<file path="src/rtl/vga_timing_pkg.sv">
// Shared types and 640x480@60 default timing for the raster timing generator.
// Used by vga_axis_counter and vga_timing_gen.
package vga_timing_pkg;

  typedef enum logic [1:0] {
    PH_ACTIVE = 2'd0,
    PH_FP     = 2'd1,
    PH_SYNC   = 2'd2,
    PH_BP     = 2'd3
  } phase_t;

  localparam int unsigned DEF_H_ACTIVE = 640;
  localparam int unsigned DEF_H_FP     = 16;
  localparam int unsigned DEF_H_SYNC   = 96;
  localparam int unsigned DEF_H_BP     = 48;
  localparam int unsigned DEF_V_ACTIVE = 480;
  localparam int unsigned DEF_V_FP     = 10;
  localparam int unsigned DEF_V_SYNC   = 2;
  localparam int unsigned DEF_V_BP     = 33;
  localparam int unsigned DEF_CW       = 12;

endpackage

</file>
<file path="src/rtl/vga_axis_counter.sv">
// One raster axis: position counter plus ACTIVE->FP->SYNC->BP phase FSM.
// Exposes the next-state phase so the top can register decoded outputs in step with the counter.
module vga_axis_counter
  import vga_timing_pkg::*;
#(
  parameter int unsigned ACTIVE = DEF_H_ACTIVE,
  parameter int unsigned FP     = DEF_H_FP,
  parameter int unsigned SYNC   = DEF_H_SYNC,
  parameter int unsigned BP     = DEF_H_BP,
  parameter int unsigned CW     = DEF_CW
) (
  input  logic          clk,
  input  logic          rst_n,
  input  logic          i_step,
  output logic [CW-1:0] o_cnt,
  output phase_t        o_phase_nxt,
  output logic          o_wrap
);

  localparam int unsigned TOTAL = ACTIVE + FP + SYNC + BP;

  if (ACTIVE == 0 || FP == 0 || SYNC == 0 || BP == 0 ||
      64'(TOTAL) > (64'd1 << CW)) begin : g_param_check
    $error("vga_axis_counter: zero timing length or total exceeds counter range");
  end

  localparam logic [CW-1:0] L_LAST     = CW'(TOTAL - 1);
  localparam logic [CW-1:0] L_ACT_END  = CW'(ACTIVE - 1);
  localparam logic [CW-1:0] L_FP_END   = CW'(ACTIVE + FP - 1);
  localparam logic [CW-1:0] L_SYNC_END = CW'(ACTIVE + FP + SYNC - 1);

  logic [CW-1:0] r_cnt;
  phase_t        r_phase;
  logic [CW-1:0] w_cnt_nxt;
  phase_t        w_phase_nxt;
  logic          w_wrap;

  assign w_wrap = (r_cnt == L_LAST);

  // Phase changes on the step that carries the counter onto a boundary, so
  // phase and count always describe the same position.
  always_comb begin
    w_cnt_nxt   = r_cnt;
    w_phase_nxt = r_phase;
    if (i_step) begin
      if (w_wrap) begin
        w_cnt_nxt   = '0;
        w_phase_nxt = PH_ACTIVE;
      end else begin
        w_cnt_nxt = r_cnt + CW'(1);
        unique case (r_phase)
          PH_ACTIVE: if (r_cnt == L_ACT_END)  w_phase_nxt = PH_FP;
          PH_FP:     if (r_cnt == L_FP_END)   w_phase_nxt = PH_SYNC;
          PH_SYNC:   if (r_cnt == L_SYNC_END) w_phase_nxt = PH_BP;
          default:   w_phase_nxt = r_phase;
        endcase
      end
    end
  end

  always_ff @(posedge clk or negedge rst_n) begin
    if (!rst_n) begin
      r_cnt   <= L_LAST;
      r_phase <= PH_BP;
    end else begin
      r_cnt   <= w_cnt_nxt;
      r_phase <= w_phase_nxt;
    end
  end

  assign o_cnt       = r_cnt;
  assign o_phase_nxt = w_phase_nxt;
  assign o_wrap      = w_wrap;

endmodule

</file>
<file path="src/rtl/vga_timing_gen.sv">
// Programmable raster timing generator: sync, display enable, coordinates and strobes.
// Optional macro VGA_TIMING_PIX_CE_EN adds a pix_ce input that gates every advance.
module vga_timing_gen
  import vga_timing_pkg::*;
#(
  parameter int unsigned H_ACTIVE = DEF_H_ACTIVE,
  parameter int unsigned H_FP     = DEF_H_FP,
  parameter int unsigned H_SYNC   = DEF_H_SYNC,
  parameter int unsigned H_BP     = DEF_H_BP,
  parameter int unsigned V_ACTIVE = DEF_V_ACTIVE,
  parameter int unsigned V_FP     = DEF_V_FP,
  parameter int unsigned V_SYNC   = DEF_V_SYNC,
  parameter int unsigned V_BP     = DEF_V_BP,
  parameter logic        H_POL    = 1'b0,
  parameter logic        V_POL    = 1'b0,
  parameter int unsigned CW       = DEF_CW
) (
  input  logic          clk,
  input  logic          rst_n,
`ifdef VGA_TIMING_PIX_CE_EN
  input  logic          pix_ce,
`endif
  output logic          hsync,
  output logic          vsync,
  output logic          de,
  output logic [CW-1:0] x,
  output logic [CW-1:0] y,
  output logic          line_start,
  output logic          frame_start
);

  logic   w_adv;
  logic   w_h_wrap;
  logic   w_v_wrap;
  phase_t w_h_phase_nxt;
  phase_t w_v_phase_nxt;

`ifdef VGA_TIMING_PIX_CE_EN
  assign w_adv = pix_ce;
`else
  assign w_adv = 1'b1;
`endif

  vga_axis_counter #(
    .ACTIVE(H_ACTIVE), .FP(H_FP), .SYNC(H_SYNC), .BP(H_BP), .CW(CW)
  ) u_h_axis (
    .clk        (clk),
    .rst_n      (rst_n),
    .i_step     (w_adv),
    .o_cnt      (x),
    .o_phase_nxt(w_h_phase_nxt),
    .o_wrap     (w_h_wrap)
  );

  vga_axis_counter #(
    .ACTIVE(V_ACTIVE), .FP(V_FP), .SYNC(V_SYNC), .BP(V_BP), .CW(CW)
  ) u_v_axis (
    .clk        (clk),
    .rst_n      (rst_n),
    .i_step     (w_adv & w_h_wrap),
    .o_cnt      (y),
    .o_phase_nxt(w_v_phase_nxt),
    .o_wrap     (w_v_wrap)
  );

  logic r_hsync;
  logic r_vsync;
  logic r_de;
  logic r_line_start;
  logic r_frame_start;

  // Decode from next-state phases so these registers land on the same edge as x/y.
  // The release of rst_n is expected to arrive already synchronised to clk.
  always_ff @(posedge clk or negedge rst_n) begin
    if (!rst_n) begin
      r_hsync       <= ~H_POL;
      r_vsync       <= ~V_POL;
      r_de          <= 1'b0;
      r_line_start  <= 1'b0;
      r_frame_start <= 1'b0;
    end else begin
      r_hsync       <= (w_h_phase_nxt == PH_SYNC) ? H_POL : ~H_POL;
      r_vsync       <= (w_v_phase_nxt == PH_SYNC) ? V_POL : ~V_POL;
      r_de          <= (w_h_phase_nxt == PH_ACTIVE) && (w_v_phase_nxt == PH_ACTIVE);
      r_line_start  <= w_adv & w_h_wrap;
      r_frame_start <= w_adv & w_h_wrap & w_v_wrap;
    end
  end

  assign hsync       = r_hsync;
  assign vsync       = r_vsync;
  assign de          = r_de;
  assign line_start  = r_line_start;
  assign frame_start = r_frame_start;

endmodule

</file>
<file path="config.mk">
export PLATFORM = sky130hd
export DESIGN_NAME = vga_timing_gen
export DESIGN_NICKNAME = d
export VERILOG_FILES = /design/src/rtl/vga_timing_pkg.sv /design/src/rtl/vga_axis_counter.sv /design/src/rtl/vga_timing_gen.sv
export SDC_FILE = /design/constraint.sdc
export NUM_CORES = 1
export LEC_CHECK = 0
export CAP_MARGIN = 25
export CORE_AREA = 3 3 59 61
export DETAILED_ROUTE_END_ITERATION = 10
export DIE_AREA = 0 0 62 64
export PLACE_DENSITY_LB_ADDON = 0.12
export SLEW_MARGIN = 40
export SYNTH_ARGS = -nofsm -noshare
export SYNTH_HDL_FRONTEND = slang
export SYNTH_SLANG_ARGS = --single-unit
</file>
<file path="constraint.sdc">
create_clock -name clk -period 2.7 [get_ports clk]
set_input_delay 0.54 -clock clk [delete_from_list [all_inputs] [get_ports clk]]
set_output_delay 0.54 -clock clk [all_outputs]
set_load 0.01 [all_outputs]
</file>
==> results of run 1 <==
[logic make-up (layout without fill, tap and decap cells)]
| kind of cell | after synthesis | after routing |
|---|---|---|
| AOI/OAI and AO/OA | 20 | 20 |
| xor gates and xnor gates | 15 | 15 |
| adders and majority gates | 4 | 4 |
| buffers and inverters | 10 | 44 |
| DFF | 33 | 33 |
| and+or+nand+nor | 70 | 70 |
[placed cells by master (no fill, tap or decap), types with 4 or more instances in the layout]
| master | count |
|---|---|
| nand3_1 | 9 |
| dfstp_2 | 16 |
| ha_1 | 4 |
| nor4bb_1 | 4 |
| nor2_1 | 11 |
| inv_1 | 4 |
| nand2_1 | 13 |
| xnor2_1 | 8 |
| and3_1 | 8 |
| clkdlybuf4s50_1 | 30 |
| nand4_1 | 4 |
| xor2_1 | 7 |
| clkbuf_4 | 5 |
| o21ai_0 | 9 |
| dfrtp_1 | 17 |
[registers in the layout, summed over array words and instances, names as in the netlist]
signal,flops
de,1
frame_start,1
hsync,1
line_start,1
u_h_axis.o_cnt,12
u_h_axis.r_phase,2
u_v_axis.o_cnt,12
u_v_axis.r_phase,2
vsync,1
[metrics by stage]
stage,instances,worst slack (ns),hold WS [ns],total power [mW]
after detailed placement,222,0.585,0.514,0.516
final,230,0.598,0.520,0.886
after floorplan,152,0.913,0.244,0.504
after global routing,230,0.411,0.542,0.929
after CTS,230,0.567,0.525,0.898
after global placement,222,0.697,0.497,0.516
[layer usage]
layer  global-route usage  wire, um  vias up
li1                     -         -      604
met1                0.262      1490      617
met2                0.310      1740       42
met3               0.0566       187        6
met4               0.0690        54        0
met5                    0         0        -
[worst max-delay path, cell delays in order, from the launching register on]
cell and delay (ns):
dfstp_2 0.56, ha_1 0.18, and3_1 0.32, nand4_4 0.19, clkinv_2 0.24, a41oi_1 0.14, nor2_1 0.27, nor4_2 0.09
[final timing paths]
| path | from | endpoint | slack (ns) | depth (start not counted) |
|---|---|---|---|---|
| max in group asynchronous | rst_n | u_v_axis.o_cnt[3] | 1.78 | 2 |
| max reg2reg | u_h_axis.o_cnt[0] | de | 0.60 | 7 |
| max | u_h_axis.o_cnt[0] | de | 0.60 | 7 |
| min reg2reg | u_v_axis.o_cnt[3] | u_v_axis.o_cnt[3] | 0.52 | 2 |
| min in group asynchronous | rst_n | u_v_axis.o_cnt[4] | 0.59 | 2 |
| min | u_v_axis.o_cnt[3] | u_v_axis.o_cnt[3] | 0.52 | 2 |
[power breakdown]
group          switching [mW]  internal (mW)
sequential                  0          0.495
combinational         0.00885        0.00221
clock                   0.159          0.221
total                   0.167          0.718
[cell type report]
type                            count  share of cell area
Inverter                            5             0.00970
Multi-Input combinational cell    109               0.363
Clock inverter                      1              0.0146
Tap cell                           44              0.0267
Clock buffer                        7              0.0267
Timing Repair Buffer               31               0.149
Sequential cell                    33               0.410
==> summary.txt, run 1 <==
STA
  • Fin. max-slew vios: 0
  • Final min period: 2.10 ns
  • Rel. slew slack: 0.584
  • Final period util: 0.778
  • Worst Tran Pin Value: 0.615 ns
  • Fin. Hold Viols: 0
  • Unrepaired setup endpoints after global routing: no
  • FMAX: 0.476 GHz
  • Setup TNS: 0 ns
  • Clk_skew: 0.00619 ns
  • Endpoints failing setup: 0

GRT
  • First-pass GRT wire length: 5950 um
  • Largest net degree at the start of global routing: 34
  • Antenna violations before repair: 0
  • Vias in the first global route: 1296
  • Total track usage: 0.200
  • Total grt overflow: 0

Clocking
  • CTS tree: built
  • Clock net sink count: 33
  • CTS hold repair buffers: 0
  • H-tree depth: 2
  • Post-CTS setup repair buffer count: 0
  • TritonCTS Buffers: 5
  • Worst-path clk slew: 0.10 ns
  • Post_cts resized: 0
  • CTS max path bufs: 2
  • Worst-Skew Late Latency: 0.33 ns
  • Root Driver: clkbuf_4

Logic synthesis
  • Ranking of synthesized cells by area: dfrtp_1 (26%), dfstp_2 (25%), xnor2_1 (4.2%), xor2_1 (3.7%), and3_1 (3.0%)
  • Synth area leader: dfrtp_1
  • Register area share after synthesis: 0.512
  • Distinct cells, synth: 36
  • Compound-Gate Fraction of Synth Area: 0.0818
  • Most common cell in the netlist: dfrtp_1
  • Post-synthesis mux area share: 0
  • Post-synth EDFFs: 0
  • Syn nets: 158
  • Post-Synth Simple-Gate Area: 0.262
  • Post-synthesis register bit count: 33
  • Main combinational cell family by area after synthesis: simple AND/OR/NAND/NOR gates
  • Synth Instances: 152
  • Async set-or-reset flop fraction in the synthesized netlist: 1.00
  • Most instantiated cells after synthesis: dfrtp_1 (17), dfstp_2 (16), nand2_1 (13), nor2_1 (11)
  • Synth Area per Inst: 10.9 um2
  • Post-synth top area share: 0.258
  • Synth Warn #: 0
  • Post-synthesis xor/xnor area fraction: 0.0795
  • Most used DFF post-synth: dfrtp_1
  • Adder-Cell Fraction of Synth Area: 0.0303
  • Synthesized area: 1650 um2

Detailed routing
  • Pre-Repair DR Iteration Count: 4
  • WL final: 3470 um
  • WL/cell: 15.1 um
  • Post-route ant nets: 0
  • Drt drc: 0
  • Vias/cell: 5.52
  • DR iter-0 viols: 27
  • Vias post-DR: 1269

Worst setup path
  • Crit path kind: reg2reg
  • Critical path required time: 2.92 ns
  • Crit start category: flip-flop
  • Worst Path Max Fanout: 18
  • Worst Setup End Kind: flip-flop
  • Worst Path Arrival: 2.32 ns

Placement
  • Area after DPL: 1980 um2
  • Placer Congestion: 0.787
  • Post-detail-place hpwl: 2480 um
  • # port buffers: 30

Flow run
  • MaxCap Viol Count: 0

Final layout
  • Layout cell share with drive strength beyond 1: 0.167
  • Antenna cells: 0
  • Post-route cell area: 2060 um2
  • Multi-input logic area: 749 um2
  • Filler Cells Inserted: 238
  • Final Util: 0.681
  • FF+latch area: 846 um2
  • NumNets Final: 191
  • Synth-to-Final Area Change: 24.9%

Floorplan
  • Chip Width: 62 um
  • Die area: 3970 um2
  • Initial core utilization: 0.545
  • Die H: 64 um
  • Row count: 20
  • I/O pin count: 31
  • Core Area: 3030 um2

Power
  • Pwr per Cell Area: 429 nW/um2
  • Maximum vdd ir drop: 0.000238 V
  • Static leakage: 0.854 nW

Run status
  • Outcome: finished clean

Min path
  • HP Class: reg2reg
No activity file was read; power rests on OpenSTA's default activity.
==> run 2: changes to the inputs <==
Settings changed: CORE_AREA 3 3 59 61 to 3 3 61 63, DIE_AREA 0 0 62 64 to 0 0 64 66.
Clock period 2.7 ns to 2 ns, I/O delays scaled along.
==> run 2 against run 1 <==
Sequential share of layout area fell by 1.3 points; largest power group unchanged; first-iteration DRC count rose by 70%; utilization fell by 3.3 points; sequential power rose by 35%; count of clock-buffer cells in the layout did not move.
==> summary.txt, run 2 (same netlist as run 1, synthesis figures left out) <==
STA
  • Rel. slew slack: 0.725
  • Fin. Hold Viols: 0
  • Endpoints failing setup: 0
  • FMAX: 0.524 GHz
  • Clk_skew: 0.0123 ns
  • Final period util: 0.954
  • Final min period: 1.91 ns
  • Final worst slack: 0.0924 ns
  • Worst Tran Pin Value: 0.413 ns
  • Hold slack: 0.450 ns
  • Fin. max-slew vios: 0

Power
  • Switching power: 236 uW
  • Static leakage: 0.887 nW
  • Clock power share: 0.385
  • Maximum vdd ir drop: 0.000514 V
  • Switching power share of the total: 0.213
  • Pwr per Cell Area: 522 nW/um2
  • Flop pwr share: 0.601
  • Comb pwr share: 0.014
  • Int Power: 875 uW

Min path
  • HP Class: in2async

Worst setup path
  • Crit-path cells: clkdlybuf4s50_1
  • CP Buf/Inv Count: 1
  • Worst Path Max Fanout: 9
  • Crit start category: flip-flop
  • Crit path kind: reg2out
  • Worst Setup End Kind: output pin
  • Critical path's slowest cell: dfstp_2
  • Max incr delay on CP: 0.62 ns
  • Critical path required time: 1.60 ns
  • Top delay family on crit path: flip-flops
  • Worst Path Arrival: 1.51 ns

Floorplan
  • Row count: 21
  • Initial core utilization: 0.503
  • Chip Width: 64 um
  • Core Area: 3280 um2
  • Die area: 4220 um2
  • Die H: 66 um
  • I/O pin count: 31

Clocking
  • TritonCTS Buffers: 5
  • Root Driver: clkbuf_4
  • Clock net sink count: 33
  • CTS max path bufs: 2
  • Worst-Skew Late Latency: 0.33 ns
  • Worst-path clk slew: 0.11 ns
  • CTS tree: built
  • H-tree depth: 2

Final layout
  • Antenna cells: 0
  • Most frequent cells in the layout: clkdlybuf4s50_1 (30), dfrtp_1 (17), dfstp_2 (16)
  • Post-route cell area: 2130 um2
  • NumNets Final: 199
  • Layout cell share with drive strength beyond 1: 0.227
  • Synth-to-Final Area Change: 28.9%
  • Leading cell type in the layout, fill and taps excluded: clkdlybuf4s50_1

Run status
  • Outcome: finished clean

Detailed routing
  • WL/cell: 14.2 um
  • Post-route ant nets: 0
  • Vias post-DR: 1276
  • Drt drc: 0
  • Pre-Repair DR Iteration Count: 4
  • DR iter-0 viols: 46
  • WL final: 3410 um
  • Vias/cell: 5.32

GRT
  • First-pass GRT wire length: 5640 um
  • Vias in the first global route: 1199
  • Antenna violations before repair: 0
  • Total track usage: 0.171
  • Total grt overflow: 0
  • Largest net degree at the start of global routing: 34

Placement
  • Placer Congestion: 0.850
  • Area after DPL: 2020 um2
  • Post-detail-place hpwl: 2490 um
  • # port buffers: 30
  • Post-Place Worst Slack: 0.00706 ns

Flow run
  • MaxCap Viol Count: 0
[run 2: power groups by stage]
stage,combinational (mW),sequential (mW),clock (mW)
floorplan,0.000000327,0.680,0
detailed placement,0.0166,0.680,0
global route,0.0180,0.669,0.473
finish,0.0153,0.669,0.428
global placement,0.0158,0.680,0
CTS,0.0166,0.669,0.443
[run 2: final timing paths]
kind / slack (ns) / depth (start not counted) / start / endpoint
max in group asynchronous: 1.20 / 2 / rst_n / u_h_axis.o_cnt[8]
max reg2reg: 0.12 / 6 / u_h_axis.o_cnt[0] / vsync
min: 0.45 / 2 / rst_n / u_v_axis.o_cnt[5]
min in group clk: 0.52 / 2 / u_v_axis.o_cnt[3] / u_v_axis.o_cnt[3]
min reg2reg: 0.52 / 2 / u_v_axis.o_cnt[3] / u_v_axis.o_cnt[3]
max: 0.09 / 1 / u_h_axis.o_cnt[4] / x[4]
[run 2: stage by stage]
step | total power [mW] | setup TNS (ns) | utilization | std cells
floorplan | 0.680 | 0 | - | 152
global placement | 0.696 | 0 | 0.614 | 229
detailed placement | 0.697 | 0 | 0.614 | 229
CTS | 1.13 | 0 | 0.636 | 237
global route | 1.16 | -0.00161 | 0.648 | 240
finish | 1.11 | 0 | 0.648 | 240
[run 2: layout make-up]
cell class              instances  area, um2
multi-input cells             109        761
clock inverters                 1       5.00
well taps                      46       57.6
clock buffers                   7       65.1
fillers                       279       1150
inverters                       5       23.8
repair buffers                 39        372
flip-flops and latches         33        846
[run 2: per-layer routing]
| metal | global-route usage | up-vias | routed length, um |
|---|---|---|---|
| met5 | 0 | - | 0 |
| met4 | 0.0566 | 0 | 43 |
| met3 | 0.0476 | 5 | 151 |
| met2 | 0.275 | 26 | 1650 |
| met1 | 0.223 | 628 | 1560 |
| li1 | - | 617 | - |
[run 2: timing repair]
item | in CTS | in global routing
buffers inserted | 0 | 3
pin swaps | 0 | 1
hold buffers | 0 | 0
resized for setup | 1 | 7
setup endpoints to repair | 1 | 3
